## src/rtl/load_complete_queue.sv

```systemverilog
// rtl/load_complete_queue.sv - FIFO holding completed load results until the CDB accepts them
module load_complete_queue #(
    parameter int DEPTH = 4,
    parameter int TAG_W = 6
) (
    input  logic                       clk,
    input  logic                       rst,
    input  logic                       in_valid,
    input  logic                       in_from_lsq,
    input  logic [31:0]                in_data,
    input  logic [31:0]                in_pc,
    input  logic [TAG_W-1:0]           in_rob_idx,
    input  logic [TAG_W-1:0]           in_prd,
    output logic                       in_ready,
    input  logic                       flush,
    output logic                       cdb_req,
    input  logic                       cdb_grant,
    output logic [31:0]                cdb_data,
    output logic [31:0]                cdb_pc,
    output logic [TAG_W-1:0]           cdb_rob_idx,
    output logic [TAG_W-1:0]           cdb_prd,
    output logic                       cdb_wen,
    output logic                       cdb_from_lsq,
    output logic [$clog2(DEPTH):0]     count,
    output logic                       overflow
);

    localparam int PTR_W = $clog2(DEPTH);
    localparam int CNT_W = PTR_W + 1;
    localparam logic [CNT_W-1:0] FULL_CNT = CNT_W'(DEPTH);

    // Entry storage is never reset; outputs are masked by the empty check instead.
    logic [31:0]      mem_data   [DEPTH];
    logic [31:0]      mem_pc     [DEPTH];
    logic [TAG_W-1:0] mem_rob    [DEPTH];
    logic [TAG_W-1:0] mem_prd    [DEPTH];
    logic             mem_lsq    [DEPTH];

    logic [PTR_W-1:0] head;
    logic [PTR_W-1:0] tail;
    logic             not_empty;
    logic             pop_ok;
    logic             push;
    logic             pop;

    assign not_empty = (count != '0);
    assign pop_ok    = not_empty && cdb_grant;
    // A full queue can still take an entry when the head leaves in the same cycle.
    assign in_ready  = (count < FULL_CNT) || pop_ok;
    assign push      = in_valid && in_ready && !flush;
    assign pop       = pop_ok && !flush;

    // Present the head entry to the CDB, forced to zero when nothing is queued.
    always_comb begin
        cdb_req      = not_empty;
        cdb_data     = '0;
        cdb_pc       = '0;
        cdb_rob_idx  = '0;
        cdb_prd      = '0;
        cdb_from_lsq = 1'b0;
        if (not_empty) begin
            cdb_data     = mem_data[head];
            cdb_pc       = mem_pc[head];
            cdb_rob_idx  = mem_rob[head];
            cdb_prd      = mem_prd[head];
            cdb_from_lsq = mem_lsq[head];
        end
        // Physical register 0 is hardwired; the ROB still completes, but no RF write.
        cdb_wen = not_empty && (cdb_prd != '0);
    end

    // Write the incoming load result into the tail slot.
    always_ff @(posedge clk) begin
        if (push) begin
            mem_data[tail] <= in_data;
            mem_pc[tail]   <= in_pc;
            mem_rob[tail]  <= in_rob_idx;
            mem_prd[tail]  <= in_prd;
            mem_lsq[tail]  <= in_from_lsq;
        end
    end

    // Pointer, occupancy and sticky-overflow bookkeeping; flush wins over push/pop.
    always_ff @(posedge clk or posedge rst) begin
        if (rst) begin
            head     <= '0;
            tail     <= '0;
            count    <= '0;
            overflow <= 1'b0;
        end else if (flush) begin
            head  <= '0;
            tail  <= '0;
            count <= '0;
        end else begin
            if (in_valid && !in_ready) begin
                overflow <= 1'b1;
            end
            if (push) begin
                tail <= tail + PTR_W'(1);
            end
            if (pop) begin
                head <= head + PTR_W'(1);
            end
            case ({push, pop})
                2'b10:   count <= count + CNT_W'(1);
                2'b01:   count <= count - CNT_W'(1);
                default: count <= count;
            endcase
        end
    end

endmodule
```

## config.mk

```make
export PLATFORM = sky130hd
export DESIGN_NAME = load_complete_queue
export DESIGN_NICKNAME = d
export VERILOG_FILES = /design/src/rtl/load_complete_queue.sv
export SDC_FILE = /design/constraint.sdc
export NUM_CORES = 1
export LEC_CHECK = 0
export BUFFER_PORTS_ARGS = -buffer_cell sky130_fd_sc_hd__buf_2
export CORE_AREA = 2 2 157 159
export CTS_CLUSTER_DIAMETER = 40
export CTS_CLUSTER_SIZE = 40
export DETAILED_ROUTE_END_ITERATION = 8
export DIE_AREA = 0 0 159 161
export GPL_TIMING_DRIVEN = 0
export PLACE_DENSITY_LB_ADDON = 0.05
export SETUP_SLACK_MARGIN = 0.4
export SLEW_MARGIN = 20
export SYNTH_ARGS = -nofsm -noshare
export SYNTH_HDL_FRONTEND = slang
export SYNTH_SLANG_ARGS = --single-unit
```

## constraint.sdc

```tcl
create_clock -name clk -period 2.9 [get_ports clk]
set_input_delay 0.58 -clock clk [delete_from_list [all_inputs] [get_ports clk]]
set_output_delay 0.58 -clock clk [all_outputs]
set_load 0.05 [all_outputs]
```

==> metrics, run 1 <==
Reg2Reg Depth=5; Critical Path Source Type=flip-flop; area leader, netlist=edfxtp_1; top cell type's share of synthesized area=~76%; internal power=about 9400 µW; final WL=between 20,000 and 25,000 µm; DRT antenna net count=0; Avg Cell Area, Syn=between 20 and 25 µm²; FF+latch count, synth=roughly 320; YS warnings=0; clk buf depth=3; Post-CTS Hold Buffers=0; cell with the largest stage delay on the worst path=mux4_2; Worst-Margin Slew=677 ps; mapped cell area=roughly 12,000 µm²; Psw=about 3600 µW; pin count of the biggest net entering global routing=44; worst path bufs/invs=4; residual DRC count=0; clock root cell=clkbuf_16; nets=about 860; Leakage=0.00566 µW; WL per Instance=roughly 22 µm; Vias=around 6,100; Post-synth top cells=edfxtp_1 (308), and2_1 (81), mux4_2 (77), buf_2 (10); width of the die=159 µm; drt first pass iters=6; Min-Delay Path Class=in2async; EDFF count, synth=308; initial antenna violation count=3; Min Hold Slack=~23 ps; pwr dens=about 800 nW/µm²; delay-heaviest family, CP=buffers and inverters; sequential share of power=about two fifths; dpl ws=approximately 120 ps; layout cells sized above 1=between 50% and 60%; Post-Syn Nets=~630; CP cell instances=clkbuf_16 > clkbuf_16 > clkbuf_16 > mux4_2 > and2_4 > buf_6; most used routing layer=met2; Tcrit/Tclk final=96.4%; outcome=finished, final reports clean; unrepaired setup endpoints after global routing=true; cell types occupying the most area after synthesis=edfxtp_1 (76%), mux4_2 (14%), and2_1 (4.1%); Starting Density=about half; Ports=between 150 and 200; Worst path depth=6; ys flop type=edfxtp_1; Max Fclk=roughly 360 MHz; CTS Sinks=between 300 and 400; slowest cell delay on critical path=between 400 and 500 ps; worst setup margin=~100 ps; gr ovfl total=0; gpl congestion=0.761; crit end category=output port; Worst EP arrival=around 2200 ps; Port Buffers=around 170; Worst-path clk slew=approximately 60 ps; Hold Fails Final Rpt=0; Post-DP HPWL=about 14,000 µm; GR Util All Layers=around 19%; H-tree levels=2; M2 GR Usage=~31%; synthesized instance count=between 500 and 600; Setup Crit Path Kind=reg2out; worst relative slew slack=54.8%; Die Span Y=roughly 160 µm; Core ar.=roughly 24,000 µm²; Power Total=12,900 µW; CTS Buf Count=36; sequential-to-total area share from yosys stat=between 70% and 80%; clock latency on the worst-skew pair=a little over 500 ps; Initial DRC Count=about 380; Clk network pwr share=35.2%; met3 usage=4.96%; clock tree from TritonCTS=done; Core Rows=between 50 and 60; Netlist cell types=32; final setup fails=0; Slew Limit Fails=0; max cap viols=0; met1 Usage GRT=about a quarter; Comb pwr share=around a quarter; Final Critical Period=2800 ps; ys async rst share=between 2 and 3%; synthesis-to-layout area growth=32.0%; VDD IR max=slightly below 0.6 mV; Max Clock Skew=12.2 ps; Die ar.=25,600 µm²; vias in the first global route=roughly 6,400; routed vias/inst=around 5.4; top-count cell post-synth=edfxtp_1; switching share of power=27.5%; Crit path top cell by count=clkbuf_16; global-route wire length before repair=approximately 36,000 µm; crit-path max FO=5; worst endpoint required time=around 2300 ps
-- cells in the final DEF (no fill, tap or decap), types with 5 or more instances in the layout --
cell	instances
buf_4	15
nand3_1	5
clkbuf_4	5
and2_4	79
mux4_2	77
clkbuf_16	46
buf_16	7
buf_12	7
edfxtp_1	308
buf_6	42
buf_8	42
buf_2	87
clkinv_4	7
-- final timing paths --
check / startpoint / endpoint / slack, ps
max in group asynchronous: rst / head[0] / 2610
worst max register to register: count[2] / mem_data[2][19] / 250
worst min-delay path: rst / overflow / 20
min in group clk: in_data[22] / mem_data[0][22] / 280
worst min register to register: overflow / overflow / 480
worst max-delay path: head[0] / cdb_data[15] / 100
-- layer usage --
metal | vias up | share of wire (%)
met5 | - | 0
met4 | 0 | 2.4
met3 | 45 | 6.2
met2 | 187 | 51
met1 | 3142 | 41
li1 | 2703 | -
-- repair_timing --
action                     CTS  global route
gates resized for setup    123           197
cloned                       1            11
setup buffers                6             6
setup endpoints to repair   80           118
pin swaps                    2            38
-- worst reg2reg max path, cell delays in order (launching register included) --
cell     delay (ps)
dfrtp_2         430
buf_4           160
or2b_1          250
nor2b_1         460
and2_4          670
buf_16          330
-- kinds of logic after synthesis --
group,count (synthesis),share of synthesized area (%)
AO/OA/AOI/OAI,10,0.675
XOR/XNOR,3,0.215
adder cells (fa/ha/maj),5,0.572
buffers and inverters,31,2.05
flip-flops,316,77.2
multiplexers,78,14.3
AND/OR/NAND/NOR,103,5.04
-- power groups by stage --
| stage | clock network, µW | registers (µW) | logic, µW |
|---|---|---|---|
| 2_1_floorplan | 0 | 5330 | 1670 |
| 6_report | 4540 | 5220 | 3170 |
| 3_5_place_dp | 0 | 5310 | 2290 |
| 3_3_place_gp | 0 | 5300 | 2250 |
| 5_1_grt | 4840 | 5220 | 3320 |
| 4_1_cts | 4650 | 5210 | 2560 |
-- metrics by stage --
step / TNS (ps) / instances / cell area (µm²) / util [%]
after floorplan: 0 / 546 / 12300 / -
after global placement: -153870 / 1035 / 13500 / 56.3
after detailed placement: 0 / 1039 / 13600 / 56.8
after CTS: 0 / 1108 / 15200 / 63.6
after global routing: 0 / 1126 / 16200 / 67.4
final: 0 / 1128 / 16200 / 67.4
-- area by class of cell --
cell class,count,area (µm²)
Multi-Input combinational cell,201,2800
Antenna cell,3,7.51
Inverter,4,15.0
Timing Repair Buffer,191,1940
Buffer,27,330
Clock inverter,24,283
Fill cell,1593,7800
Clock buffer,38,930
Tap cell,324,405
Sequential cell,316,9450
-- state kept, by name, indices dropped and copies added, names as in the netlist --
name and count:
mem_data 128, mem_pc 128, mem_prd 24, mem_rob 24
mem_lsq 4, count 3, head 2, tail 2
overflow 1
No activity file was read; power rests on OpenSTA's default activity.
==> run 2: changes to the inputs <==
--- a/config.mk
+++ b/config.mk
@@ -13,6 +13,7 @@
 export DIE_AREA = 0 0 159 161
 export GPL_TIMING_DRIVEN = 0
 export PLACE_DENSITY_LB_ADDON = 0.05
+export REMOVE_ABC_BUFFERS = 1
 export SETUP_SLACK_MARGIN = 0.4
 export SLEW_MARGIN = 20
 export SYNTH_ARGS = -nofsm -noshare
==> run 2 against run 1 <==
  * Clock-buffer cell count is 6 higher
  * Maximum frequency is 0.95% lower
  * Hold slack worse by 11 ps
  * Sequential share of layout area hardly changed
  * Final cell count is 0.98% lower
  * Power is 3.1% higher
  * Clock power is 7.7% higher
  * Non-clock buffer count is 18 lower
  * Global-route usage is 1.9 points higher
  * Critical path type unchanged
  * Highest routed layer unchanged
==> metrics, run 2 (synthesis gave the netlist of run 1 again) <==
Leakage=between 0.005 and 0.006 µW; pin count of the biggest net entering global routing=44; clock tree from TritonCTS=done; worst path bufs/invs=4; Worst-Margin Slew=657 ps; routed vias/inst=5.41; global-route wire length before repair=38,900 µm; Tcrit/Tclk final=a little over nine tenths; CTS Buf Count=between 40 and 50; H-tree levels=2; Worst-path clk slew=60 ps; GR Util All Layers=20.4%; layout cells sized above 1=53.7%; max cap viols=0; gpl congestion=around 0.7; dpl ws=roughly 160 ps; Core Rows=57; final WL=25,600 µm; CTS Sinks=316; Setup Crit Path Kind=reg2out; Critical Path Source Type=flip-flop; Max Fclk=roughly 350 MHz; Reg2Reg Depth=7; final setup fails=0; post-route cell area=~16,000 µm²; width of the die=159 µm; Top Metal Used=met4; crit end category=output port; Placed Area=approximately 13,000 µm²; DR WL met3=1610 µm; Ports=166; delay-heaviest family, CP=buffers and inverters; clock latency on the worst-skew pair=around 520 ps; Crit path top cell by count=buf_12; Worst EP arrival=~2200 ps; Vias=approximately 6,000; most common cell after layout, fill and taps aside=edfxtp_1; Filler cells=1,595; Power Total=13,300 µW; worst relative slew slack=approximately 56%; VDD IR max=between 0.6 and 0.7 mV; Largest regs=mem_data (128), mem_pc (128); nets=approximately 850; synthesis-to-layout area growth=32.1%; unrepaired setup endpoints after global routing=true; Initial DRC Count=437; Core ar.=roughly 24,000 µm²; Setup TNS Final=0 ps; vias in the first global route=between 6,000 and 7,000; Final Critical Period=about 2800 ps; Post-DP HPWL=13,200 µm; Min-Delay Path Class=in2async; crit-path max FO=7; Detail Route met2 WL=about 13,000 µm; cell with the largest stage delay on the worst path=mux4_2; Max Clock Skew=approximately 16 ps; Min Hold Slack=roughly 13 ps; DRT antenna net count=0; Die Span Y=161 µm; CP cell instances=buf_12 > buf_12 > buf_16 > mux4_2 > and2_4 > buf_8; WL per Instance=about 23 µm; outcome=finished, final reports clean; Worst path depth=6; clock root cell=clkbuf_16; slowest cell delay on critical path=~500 ps; r2r setup slk=490 ps; gr ovfl total=0; Port Buffers=165; residual DRC count=0; Post-CTS Hold Buffers=0; pwr dens=~800 nW/µm²; commonest non-fill, non-tap cells in the layout=edfxtp_1 (308), buf_2 (87), mux4_2 (77); clk buf depth=3; worst endpoint required time=approximately 2300 ps; Hold Fails Final Rpt=0; Starting Density=51.1%; Slew Limit Fails=0; initial antenna violation count=2; worst setup margin=around 77 ps; Met1 Wirelength=around 11,000 µm; Die ar.=~26,000 µm²; drt first pass iters=4
==> run 2: changes by cell type in the layout (fill, tap and decap cells not counted), sizes merged <==
cell / delta
buf: -1
and2: -2
inv: +2
diode: -2
clkbuf: -12
clkinvlp: +2
bufinv: +1
bufbuf: +1
==> run 2: final timing paths <==
check | start | end
max reg2reg | count[0] | count[2]
min | rst | overflow
min reg2reg | overflow | overflow
max in group asynchronous | rst | head[1]
max | head[0] | cdb_rob_idx[1]
min in group clk | in_prd[3] | mem_prd[3][3]
==> run 2: area by class of cell <==
class	instances	area, µm²	area share [%]
inverter	4	41.3	0.255
timing repair inverter	2	17.5	0.108
antenna	1	2.50	0.0155
clock inverter	27	295	1.83
tap	324	405	2.51
sequential	316	9460	58.5
multi-input combinational	199	2740	17.0
timing repair buffer	200	2160	13.4
clock buffer	44	1040	6.42
==> run 2: metrics by stage <==
stage                     instances  utilization [%]
final                          1117             67.5
after global routing           1116             67.4
after CTS                      1114             66.3
after detailed placement       1016             56.2
after global placement         1008             55.2
after floorplan                 519                -
==> run 2: what timing repair did <==
| item | in CTS | in global routing |
|---|---|---|
| resized for setup | 221 | 78 |
| pin swaps | 15 | 44 |
| setup buffers | 18 | 2 |
| endpoints found under the setup margin | 79 | 80 |
| gates cloned | 9 | 0 |
==> run 2: metal layers <==
layer  up-vias  track usage, %
met5         -               0
met4         0            5.91
met3        43            5.01
met2       187            33.5
met1      3139            27.7
li1       2673               -
==> run 2: worst register-to-register path: stages, from the launching register on <==
cell and delay (ps):
dfrtp_2 420, buf_4 170, o31ai_4 230, nor3_1 90
fa_2 350, or4_4 530, a22oi_2 160, mux2_1 330
==> run 2: where the power goes <==
part	internal, µW	switching, µW
logic	1480	1730
clock network	2990	1910
registers	5170	44.7
